===== src/rtl/clk_div_pwm.sv =====
// Programmable clock divider / PWM: clk_out is high for H of every P core cycles, config swaps only at period wrap.
// Latency: enable sampled high in IDLE starts the first period on that same edge (tick + first high cycle registered).
// Backpressure: none; load is a fire-and-forget strobe, bad requests (P < 2) are dropped and flagged on cfg_err.
//
// Ports:
//   clock, reset       - rising-edge clock, asynchronous active-high reset
//   enable             - level run request; dropping it lets the current period finish
//   load               - one-cycle strobe capturing period_in / high_in into the pending slot
//   period_in, high_in - requested period P and high time H, in clock cycles
//   clk_out            - registered divided clock
//   tick               - one-cycle pulse on the first cycle of each output period
//   running            - state is RUN or DRAIN
//   cfg_err            - one-cycle pulse the cycle after a rejected load
module clk_div_pwm #(
  parameter int unsigned WIDTH      = 8,
  parameter int unsigned DEF_PERIOD = 2,
  parameter int unsigned DEF_HIGH   = 1
) (
  input  logic             clock,
  input  logic             reset,
  input  logic             enable,
  input  logic             load,
  input  logic [WIDTH-1:0] period_in,
  input  logic [WIDTH-1:0] high_in,
  output logic             clk_out,
  output logic             tick,
  output logic             running,
  output logic             cfg_err
);

  typedef enum logic [1:0] {
    ST_IDLE  = 2'd0,
    ST_RUN   = 2'd1,
    ST_DRAIN = 2'd2
  } state_t;

  state_t             state_q, state_d;
  logic [WIDTH-1:0]   count_q, count_d;
  logic [WIDTH-1:0]   act_p_q, act_p_d;
  logic [WIDTH-1:0]   act_h_q, act_h_d;
  logic [WIDTH-1:0]   pend_p_q, pend_p_d;
  logic [WIDTH-1:0]   pend_h_q, pend_h_d;
  logic               pend_v_q, pend_v_d;
  logic               clk_out_q, clk_out_d;
  logic               tick_q, tick_d;
  logic               running_q, running_d;
  logic               cfg_err_q, cfg_err_d;

  logic               wrap;
  logic               adopt;
  logic               load_ok;

  always_comb begin
    state_d   = state_q;
    count_d   = count_q;
    act_p_d   = act_p_q;
    act_h_d   = act_h_q;
    pend_p_d  = pend_p_q;
    pend_h_d  = pend_h_q;
    pend_v_d  = pend_v_q;
    clk_out_d = 1'b0;
    tick_d    = 1'b0;
    running_d = 1'b0;
    cfg_err_d = 1'b0;

    // act_p is always >= 2, so act_p - 1 never underflows.
    wrap    = (state_q != ST_IDLE) && (count_q == act_p_q - WIDTH'(1));
    load_ok = load && (period_in >= WIDTH'(2));

    // Pending config is promoted only while idle or on the wrap edge,
    // which is what keeps clk_out free of runt pulses.
    adopt = pend_v_q && ((state_q == ST_IDLE) || wrap);
    if (adopt) begin
      act_p_d  = pend_p_q;
      act_h_d  = pend_h_q;
      pend_v_d = 1'b0;
    end

    // A load on the same edge as a promotion lands in the pending slot
    // after the old pending value has moved to active.
    if (load_ok) begin
      pend_p_d = period_in;
      pend_h_d = (high_in > period_in) ? period_in : high_in;
      pend_v_d = 1'b1;
    end
    cfg_err_d = load && !load_ok;

    case (state_q)
      ST_IDLE: begin
        count_d = '0;
        if (enable) begin
          state_d = ST_RUN;
        end
      end
      ST_RUN, ST_DRAIN: begin
        count_d = wrap ? '0 : count_q + WIDTH'(1);
        if (enable) begin
          state_d = ST_RUN;
        end else if (wrap) begin
          state_d = ST_IDLE;
        end else begin
          state_d = ST_DRAIN;
        end
      end
      default: begin
        state_d = ST_IDLE;
        count_d = '0;
      end
    endcase

    // Outputs reflect the new count and the config in force after this edge.
    if (state_d != ST_IDLE) begin
      running_d = 1'b1;
      clk_out_d = (count_d < act_h_d);
      tick_d    = (count_d == '0);
    end
  end

  always_ff @(posedge clock or posedge reset) begin
    if (reset) begin
      state_q   <= ST_IDLE;
      count_q   <= '0;
      act_p_q   <= WIDTH'(DEF_PERIOD);
      act_h_q   <= WIDTH'(DEF_HIGH);
      pend_p_q  <= '0;
      pend_h_q  <= '0;
      pend_v_q  <= 1'b0;
      clk_out_q <= 1'b0;
      tick_q    <= 1'b0;
      running_q <= 1'b0;
      cfg_err_q <= 1'b0;
    end else begin
      state_q   <= state_d;
      count_q   <= count_d;
      act_p_q   <= act_p_d;
      act_h_q   <= act_h_d;
      pend_p_q  <= pend_p_d;
      pend_h_q  <= pend_h_d;
      pend_v_q  <= pend_v_d;
      clk_out_q <= clk_out_d;
      tick_q    <= tick_d;
      running_q <= running_d;
      cfg_err_q <= cfg_err_d;
    end
  end

  assign clk_out = clk_out_q;
  assign tick    = tick_q;
  assign running = running_q;
  assign cfg_err = cfg_err_q;

endmodule


===== config.mk =====
export PLATFORM = sky130hd
export DESIGN_NAME = clk_div_pwm
export DESIGN_NICKNAME = d
export VERILOG_FILES = /design/src/rtl/clk_div_pwm.sv
export SDC_FILE = /design/constraint.sdc
export NUM_CORES = 1
export LEC_CHECK = 0
export ABC_AREA = 1
export CORE_MARGIN = 3
export CORE_UTILIZATION = 45
export DETAILED_ROUTE_END_ITERATION = 10
export GPL_ROUTABILITY_DRIVEN = 0
export PLACE_DENSITY = 0.7
export SYNTH_ARGS = -nofsm -noshare
export SYNTH_HDL_FRONTEND = slang
export SYNTH_SLANG_ARGS = --single-unit

===== constraint.sdc =====
create_clock -name clock -period 4 [get_ports clock]
set_input_delay 1.2 -clock clock [delete_from_list [all_inputs] [get_ports clock]]
set_output_delay 1.2 -clock clock [all_outputs]
set_load 0.01 [all_outputs]

==> results.md, run 1 <==
- Status: finished clean
- Largest net degree at the start of global routing: 48
- CTS Buffer Depth: 2
- Chip height: 83.2 microns
- Initial antenna violation count: 0
- Std cell rows: 27
- First-pass GRT wire length: roughly 9400 microns
- I/O pins: 24
- Vias: 2125
- Core Area: between 5000 and 6000 sq um
- Slew Limit Headroom: 37.4%
- Die footprint: a little under 7000 sq um
- VDD IR max: ~0.32 mV
- Die width: around 83 microns
- Worst reg-to-reg setup slack: ~1.0 ns
- Post-Synth XOR/XNOR Area: between 3 and 4%
- Final Cycle Share: approximately four fifths
- Flops & latches, synth: 47
- Input/output buffers: 23
- HPWL after DPL: 4220 microns
- WL per Instance: ~13 microns
- 1st-iter DRT viols: 55
- TritonCTS clock tree: built
- Unrepaired setup endpoints after global routing: false
- Leak: ~0.0015 uW
- Top-area cell type share of the netlist area: between 40% and 50%
- Post-synthesis adder-cell area fraction: ~9%
- TritonCTS buffer count: 5
- HP Class: reg2reg
- WL final: 5370 microns
- Setup TNS: 0 ns
- Root Driver: clkbuf_8
- Worst hold slack: 0.481 ns
- Simple-gate area share of the yosys netlist: between 20% and 30%
- Crit. End Element: register
- Post-CTS setup buffer count: 0
- Final setup viols: 0
- Fin. max-slew vios: 0
- Vias in the first global route: a little over 2000
- Gr ovfl total: 0
- Register area: 1180 sq um
- Yosys cell types: 33
- EDFF count, synth: 0
- Syn Area/Cell: 8.15 sq um
- Post-synth ARST share: 100%
- Sequential-to-total area share from yosys stat: a little over two fifths
- Setup CP Type: in2reg
- Synthesized instance count: between 300 and 400
- Fin crit period: between 3 and 4 ns
- Syn_nets: 368
- Reg clk slew, reported paths: around 0.090 ns
- Vias per cell: a little under 5
- Post-cts sizing count: 0
- Multiplexer area fraction after synthesis: 0%
- Antenna Nets Post-Route: 0
- F_max: ~310 MHz
- Cell area power density: between 600 and 700 nW/um^2
- Worst slew pin tran: 0.937 ns
- Worst-path fanout max: 10
- Area leader, netlist: dfrtp_1
- H-tree lvl count: 2
- Area delta synth->final: 14.6%
- Max-cap violations: 0
- Worst setup margin: roughly 0.82 ns
- Residual DRC: 0
- Top cells by area, synth: dfrtp_1 42%, nand2_1 9.7%, ha_1 8.9%, inv_1 6.0%, o21ai_0 6.0%
- Worst EP required: about 4.2 ns
- Placed cell areas: between 2000 and 3000 sq um
- CTS sink count: 47
- Complex-gate fraction of the synthesized area: 11.5%
- Total Routing Usage GR: between 10% and 20%
- Ys Warns: 0
- Cell Area, Synth: between 2000 and 3000 sq um
- Ant diodes: 0
- Cts hold-fix bufs: 0
- Fin area: about 3100 sq um
- Final Hold Viols: 0
- Clk_lat worst skew: about 0.31 ns
- CP startpoint kind: input port
- Initial Util: between 40% and 50%
- Filler cell count: about 520
- Fin nets: roughly 390
- Total power: 1890 uW
- Prevailing post-synth register cell: dfrtp_1
- Proportion of layout cells with a drive suffix above 1: between 10% and 20%
- Multi-input combinational cell area: around 1300 sq um
- Pre-antenna DRT Iters: 4
- WP data arrival: approximately 3.4 ns
- Final clock skew: 0.0158 ns
- Largest family of logic cells by synthesized area: simple AND/OR/NAND/NOR gates
- Placement Setup Slack: about 0.57 ns
==> final timing paths <==
| path | start | depth (start not counted) | end |
|---|---|---|---|
| max | period_in[3] | 11 | pend_h_q[4] |
| min | pend_p_q[0] | 2 | pend_p_q[0] |
| max reg2reg | act_p_q[1] | 19 | clk_out |
| min reg2reg | pend_p_q[0] | 2 | pend_p_q[0] |
| max in group asynchronous | reset | 2 | act_p_q[0] |
| min in group asynchronous | reset | 2 | count_q[5] |
==> cells by family (layout without fill, tap and decap cells) <==
family	count (synthesis)	in the layout
DFF	47	47
buffers and inverters	59	86
AOI/OAI and AO/OA	55	55
xor gates and xnor gates	10	10
adders and majority gates	19	19
and+or+nand+nor	139	139
==> state kept, by name, summed over array words and instances, names as in the netlist <==
| name | flops |
|---|---|
| tick | 1 |
| state_q | 2 |
| act_p_q | 8 |
| act_h_q | 8 |
| count_q | 8 |
| clk_out | 1 |
| cfg_err | 1 |
| running | 1 |
| pend_v_q | 1 |
| pend_p_q | 8 |
| pend_h_q | 8 |
==> cells in the mapped netlist, types with 4 or more instances <==
cell type and count:
xor2_1 5, nor2_2 4, nand3_1 13, dfrtp_1 45, a21oi_1 9, clkbuf_1 4, inv_1 43, nor3_1 4
or2_1 8, o21ai_2 4, nand2_1 69, nand2_2 4, xnor2_1 5, o21ai_1 5, ha_1 19, inv_2 11
o21ai_0 32, nor2_1 26
==> cell type report <==
cell class	count	area share, %
multi-input cells	223	41.6
flip-flops and latches	47	38.3
repair buffers	24	7.73
inverters	54	6.59
well taps	72	2.93
clock buffers	6	2.36
clock inverters	2	0.448
==> stage by stage <==
stage,cells,utilization [%]
global route,428,54.5
CTS,428,54.5
detailed placement,420,53.0
finish,428,54.5
global placement,420,53.0
floorplan,329,-
==> per-layer routing <==
layer / global-route usage, % / vias up / share of wire [%]
met5: 0 / - / 0
met2: 28.6 / 45 / 49
met4: 5.94 / 0 / 1.8
li1: - / 1098 / -
met1: 20.9 / 973 / 46
met3: 2.58 / 9 / 3.4
==> cell usage in the layout (no fill, tap or decap), types with 2 or more instances in the layout <==
master           Yosys  layout
inv_2               11      12
nor3_1               4       4
nand4_1              2       2
dfrtp_1             45      45
inv_1               43      42
o21ai_1              5       5
or2_1                8       8
dfstp_2              2       2
o21ai_0             32      32
clkbuf_8             0       5
xnor2_1              5       5
clkdlybuf4s50_1      0      23
o21ai_2              4       4
nand3_2              2       2
nand2_1             69      69
nand2_4              2       2
xor2_1               5       5
ha_1                19      19
nor2_2               4       4
nand3_1             13      13
nor2_1              26      26
nand2_2              4       4
a21oi_1              9       9
==> power by group <==
part	internal, uW	switching (uW)
sequential	618	81.3
clock	123	156
combinational	356	553
total	1100	791
==> critical path, stage by stage <==
cell and delay, ns:
clkdlybuf4s50_1 0.55, inv_1 0.07, ha_1 0.31, a21oi_1 0.14
o21ai_0 0.11, nand2_1 0.07, o211ai_1 0.08, nand2_1 0.29
inv_1 0.18, o21ai_0 0.23, o21ai_0 0.12
No activity file was read; power rests on OpenSTA's default activity.
==> inputs of run 2 (changes only) <==
- PLACE_DENSITY: 0.7 -> 0.72
- clock period: 4 -> 2.7 ns (I/O delays scaled with it)
==> results.md, run 2 (synthesized netlist as in run 1, its figures left out) <==
- CP max-delay cell: dfstp_2
- WHS Endpoint: pend_p_q[0]
- Min-delay src: pend_p_q[0]
- Pre-antenna DRT Iters: 4
- Std cell rows: 27
- I/O pins: 24
- F_max: 374 MHz
- Setup CP Type: reg2reg
- Reg-to-Reg End: clk_out
- Fin. max-slew vios: 0
- Clk_lat worst skew: around 0.3 ns
- HPWL after DPL: ~4400 microns
- Max-cap violations: 0
- Fin crit period: roughly 2.7 ns
- Worst EP required: 2.94 ns
- Final setup viols: 0
- Reg clk slew, reported paths: ~0.090 ns
- H-tree lvl count: 2
- Top cell family by delay on the critical path: simple AND/OR/NAND/NOR gates
- Vias in the first global route: 2188
- Placement Setup Slack: -0.0787 ns
- Initial antenna violation count: 0
- TritonCTS clock tree: built
- Final core occ: about three fifths
- First-pass GRT wire length: just under 10000 microns
- Critical path buffers and inverters: 1
- WHS Path Cells: 2
- Worst setup margin: 0.0292 ns
- Final Cycle Share: 98.9%
- Chip height: about 83 microns
- HP Class: reg2reg
- Met1 GRT Util: between 20% and 30%
- Worst reg-to-reg setup slack: approximately 0.029 ns
- VDD IR max: ~0.45 mV
- Setup TNS: 0 ns
- Residual DRC: 0
- WP data arrival: 2.91 ns
- Area delta synth->final: 25.3%
- Fin nets: 415
- R2R Path Start: act_p_q[1]
- Most frequent cells in the layout: 68 x nand2_1, 45 x dfrtp_1, 40 x inv_1
- Final Hold Viols: 0
- Vias per cell: just over 5
- Crit. End Element: register
- Slew Limit Headroom: 61.1%
- Largest net degree at the start of global routing: 27
- CP Cell Sequence: inv_2, ha_4, nand2_1, nand2_1, nor2_1, nor2_2, nand3_2, nor2_4, nand3_2, nand2_4, nor3_1, ha_4, a21oi_2, o211ai_2, a21oi_2
- Met3 Resource Use GR: approximately 2.8%
- TritonCTS buffer count: 5
- Busiest grt layer: met2
- Proportion of layout cells with a drive suffix above 1: 21.0%
- CP startpoint kind: register
- Worst slew pin tran: roughly 0.58 ns
- Total Routing Usage GR: between 10% and 20%
- Ant diodes: 0
- Placed cell areas: between 3000 and 4000 sq um
- Input/output buffers: 23
- CTS Buffer Depth: 2
- Status: finished clean
- Worst-path fanout max: 8
- Antenna Nets Post-Route: 0
- WL final: around 5700 microns
- 1st-iter DRT viols: about 140
- Fin area: approximately 3400 sq um
- Initial Util: ~48%
- Met2 Usage GRT: between 30% and 40%
- Core Area: between 5000 and 6000 sq um
- Cell area power density: 950 nW/um^2
- Die width: around 83 microns
- CTS sink count: 47
- Root Driver: clkbuf_8
- Reg2reg path depth: 15
- Vias: between 2000 and 2500
- Final clock skew: 0.00854 ns
- Unrepaired setup endpoints after global routing: true
- CP max stage delay: 0.55 ns
- Worst hold slack: 0.481 ns
- Most common cell after layout, fill and taps aside: nand2_1
- Die footprint: roughly 7000 sq um
- Gr ovfl total: 0
- Filler cell count: 491
- Leak: ~0.0016 uW
- WL per Instance: ~13 microns
-- run 2: worst max path at each step --
| stage | start | endpoint | slack, ns | cells after the start |
|---|---|---|---|---|
| after floorplan | act_p_q[1] | clk_out | 0.1 | 20 |
| after global placement | period_in[3] | pend_h_q[2] | 0.04 | 11 |
| after detailed placement | act_p_q[1] | clk_out | -0.08 | 19 |
| after CTS | act_p_q[1] | clk_out | 0.001 | 19 |
| after global routing | act_p_q[1] | clk_out | -0.16 | 15 |
| final | act_p_q[1] | clk_out | 0.03 | 15 |
-- run 2: repair_timing --
action                                  CTS  global route
gates resized for setup                   5            13
hold endpoints to repair                  0             0
pin swaps                                 6            10
endpoints found under the setup margin    1             1
buffers inserted                          2             3
cloned                                    0             1
hold buffers                              0             0
-- run 2: worst reg2reg max path, cell delays in order, from the launching register on --
cell      delay, ns
dfstp_2        0.55
inv_2          0.05
ha_4           0.16
nand2_1        0.08
nand2_1        0.09
nor2_1         0.14
nor2_2         0.06
nand3_2        0.09
nor2_4         0.05
nand3_2        0.10
nand2_4        0.09
nor3_1         0.47
ha_4           0.30
a21oi_2        0.17
o211ai_2       0.11
a21oi_2        0.11
-- run 2: area by class of cell --
class	instances	area [sq um]	share of cell area, %
multi-input cells	224	1360	40.6
clock buffers	6	82.6	2.46
inverters	54	210	6.25
repair buffers	44	400	11.9
clock inverters	2	35.0	1.04
well taps	72	90.1	2.68
flip-flops and latches	47	1180	35.1
-- run 2: power breakdown --
part           internal, uW  leakage (uW)  switching, uW  total (uW)
Clock                   300     0.0000612            226         525
Sequential              916      0.000576            136        1050
Combinational           676       0.00100            939        1620
-- run 2: metal layers --
metal | vias up | wire length [microns]
met1 | 1054 | 2510
met3 | 11 | 144
met2 | 51 | 2970
li1 | 1145 | -
met5 | - | 0
met4 | 0 | 104
-- run 2: stage by stage --
step / instances / total power [uW]
3_5_place_dp: 435 / 2470
5_1_grt: 449 / 3480
4_1_cts: 445 / 3050
6_report: 449 / 3190
3_3_place_gp: 435 / 2420
2_1_floorplan: 329 / 2080
==> inputs of run 3 (changes only) <==
- CORE_UTILIZATION: 45 -> 39
- PLACE_DENSITY: 0.72 -> 0.65
==> results.md, run 3 (synthesized netlist as in run 1, its figures left out) <==
- Pre-antenna DRT Iters: 5
- F_max: 390 MHz
- HP Class: reg2reg
- Dpl cells: between 400 and 500
- Status: finished clean
- Final Cycle Share: between 90% and 100%
- Critical path capture point: clk_out
- Vias per cell: between 4 and 5
- Fin. max-slew vios: 0
- Clock share of power: approximately 16%
- CTS sink count: between 40 and 50
- Slew Limit Headroom: about 62%
- Proportion of layout cells with a drive suffix above 1: 21.7%
- Unrepaired setup endpoints after global routing: true
- Total Routing Usage GR: between 10% and 20%
- Cell area power density: between 900 and 1000 nW/um^2
- Initial antenna violation count: 0
- HPWL after DPL: roughly 4500 microns
- TritonCTS clock tree: built
- Area delta synth->final: 25.6%
- I/O pins: 24
- Non-Filler Instances: ~460
- Setup CP Type: reg2reg
- First-pass GRT wire length: between 9000 and 10000 microns
- Fin crit period: around 2.6 ns
- Worst reg-to-reg setup slack: ~0.14 ns
- R2R Path Start: act_p_q[1]
- Residual DRC: 0
- Max-cap violations: 0
- Core Area: around 6500 sq um
- Clk_lat worst skew: roughly 0.30 ns
- Worst setup margin: 0.138 ns
- H-tree lvl count: 2
- Final clock skew: 0.00783 ns
- Internal: between 1500 and 2000 uW
- Crit. End Element: register
- WP data arrival: 2.80 ns
- Vias in the first global route: around 2100
- Sw Share: 40.6%
- Die footprint: 7910 sq um
- Comb pwr share: 51.1%
- Ant diodes: 0
- TritonCTS buffer count: 5
- Gr ovfl total: 0
- Setup TNS: 0 ns
- 1st-iter DRT viols: 85
- Most common cell after layout, fill and taps aside: nand2_1
- Leak: around 0.0017 uW
- CP startpoint kind: register
- Reg clk slew, reported paths: ~0.090 ns
- WL per Instance: between 10 and 15 microns
- VDD IR max: between 0.4 and 0.5 mV
- Chip height: around 89 microns
- CP startpoint: act_p_q[1]
- Final setup viols: 0
- Antenna Nets Post-Route: 0
- WL final: approximately 5800 microns
- Fin nets: 420
- CTS Buffer Depth: 2
- Final Hold Viols: 0
- Root Driver: clkbuf_8
- Worst slew pin tran: 0.562 ns
- Filler cell count: a little over 600
- Worst EP required: ~2.9 ns
- Net Switching: roughly 1300 uW
- Std cell rows: 29
- Largest net degree at the start of global routing: 22
- Most frequent cells in the layout: 67 x nand2_1, 45 x dfrtp_1, 40 x inv_1
- Cts hold-fix bufs: 0
- Placement Setup Slack: -0.0247 ns
- Vias: about 2200
- Reg2reg path depth: 18
- Input/output buffers: 23
- Initial Util: 41.3%
- Reg power frac: 33.1%
- Worst-path fanout max: 8
- Reg-to-Reg End: clk_out
- Die width: about 90 microns
- Total power: between 3000 and 4000 uW
==> run 3: cell type report <==
cell class	instances	area, sq um	area share (%)
sequential	47	1180	35.0
clock buffer	5	68.8	2.04
timing repair buffer	49	425	12.6
inverter	54	210	6.24
tap	77	96.3	2.86
clock inverter	3	43.8	1.30
multi-input combinational	224	1350	40.0
==> run 3: critical path: stages, from the launching register on <==
cell      delay, ns
dfstp_2        0.55
inv_2          0.05
ha_4           0.26
nand2_1        0.04
nand2_1        0.05
nand2_1        0.04
nor2_1         0.08
nand3_1        0.10
nor2_2         0.15
nand2_2        0.09
nand2_4        0.10
nand2_8        0.08
inv_8          0.07
or2_1          0.10
o21ai_2        0.06
ha_1           0.32
a21oi_2        0.15
o211ai_2       0.09
a21oi_2        0.10
==> run 3: power by group through the flow <==
stage / sequential [uW] / combinational [uW] / clock [uW]
after floorplan: 1030 / 1050 / 0
after global placement: 1060 / 1400 / 0
after detailed placement: 1060 / 1430 / 0
after CTS: 1050 / 1450 / 523
after global routing: 1080 / 1820 / 551
final: 1060 / 1630 / 506
==> run 3: worst min path at each step <==
stage                 from          end  cells past startpoint
6_report       pend_p_q[0]  pend_p_q[0]                      2
5_1_grt        pend_p_q[2]  pend_p_q[2]                      2
4_1_cts        pend_p_q[0]  pend_p_q[0]                      2
3_5_place_dp   pend_p_q[0]  pend_p_q[0]                      2
3_3_place_gp   pend_p_q[0]  pend_p_q[0]                      2
2_1_floorplan  pend_p_q[0]  pend_p_q[0]                      2
==> run 3: metrics by stage <==
| step | utilization [%] | instance area [sq um] | hold slack (ns) |
|---|---|---|---|
| floorplan | - | 2680 | 0.442 |
| global placement | 48.2 | 3130 | 0.460 |
| detailed placement | 48.2 | 3130 | 0.464 |
| CTS | 50.1 | 3260 | 0.485 |
| global route | 51.9 | 3370 | 0.526 |
| finish | 51.9 | 3370 | 0.476 |
==> run 3: what timing repair did <==
| action | 4_1_cts | 5_1_grt |
|---|---|---|
| gates cloned | 0 | 1 |
| endpoints found under the setup margin | 1 | 1 |
| buffers inserted | 1 | 6 |
| gates resized for setup | 2 | 15 |
| pin swaps | 1 | 14 |
==> run 3: metal layers <==
layer / vias up / track usage, % / part of all wire, %
li1: 1150 / - / -
met1: 1019 / 20.2 / 47
met2: 52 / 26.6 / 48
met3: 8 / 2.30 / 2.9
met4: 0 / 6.09 / 2.1
met5: - / 0 / 0
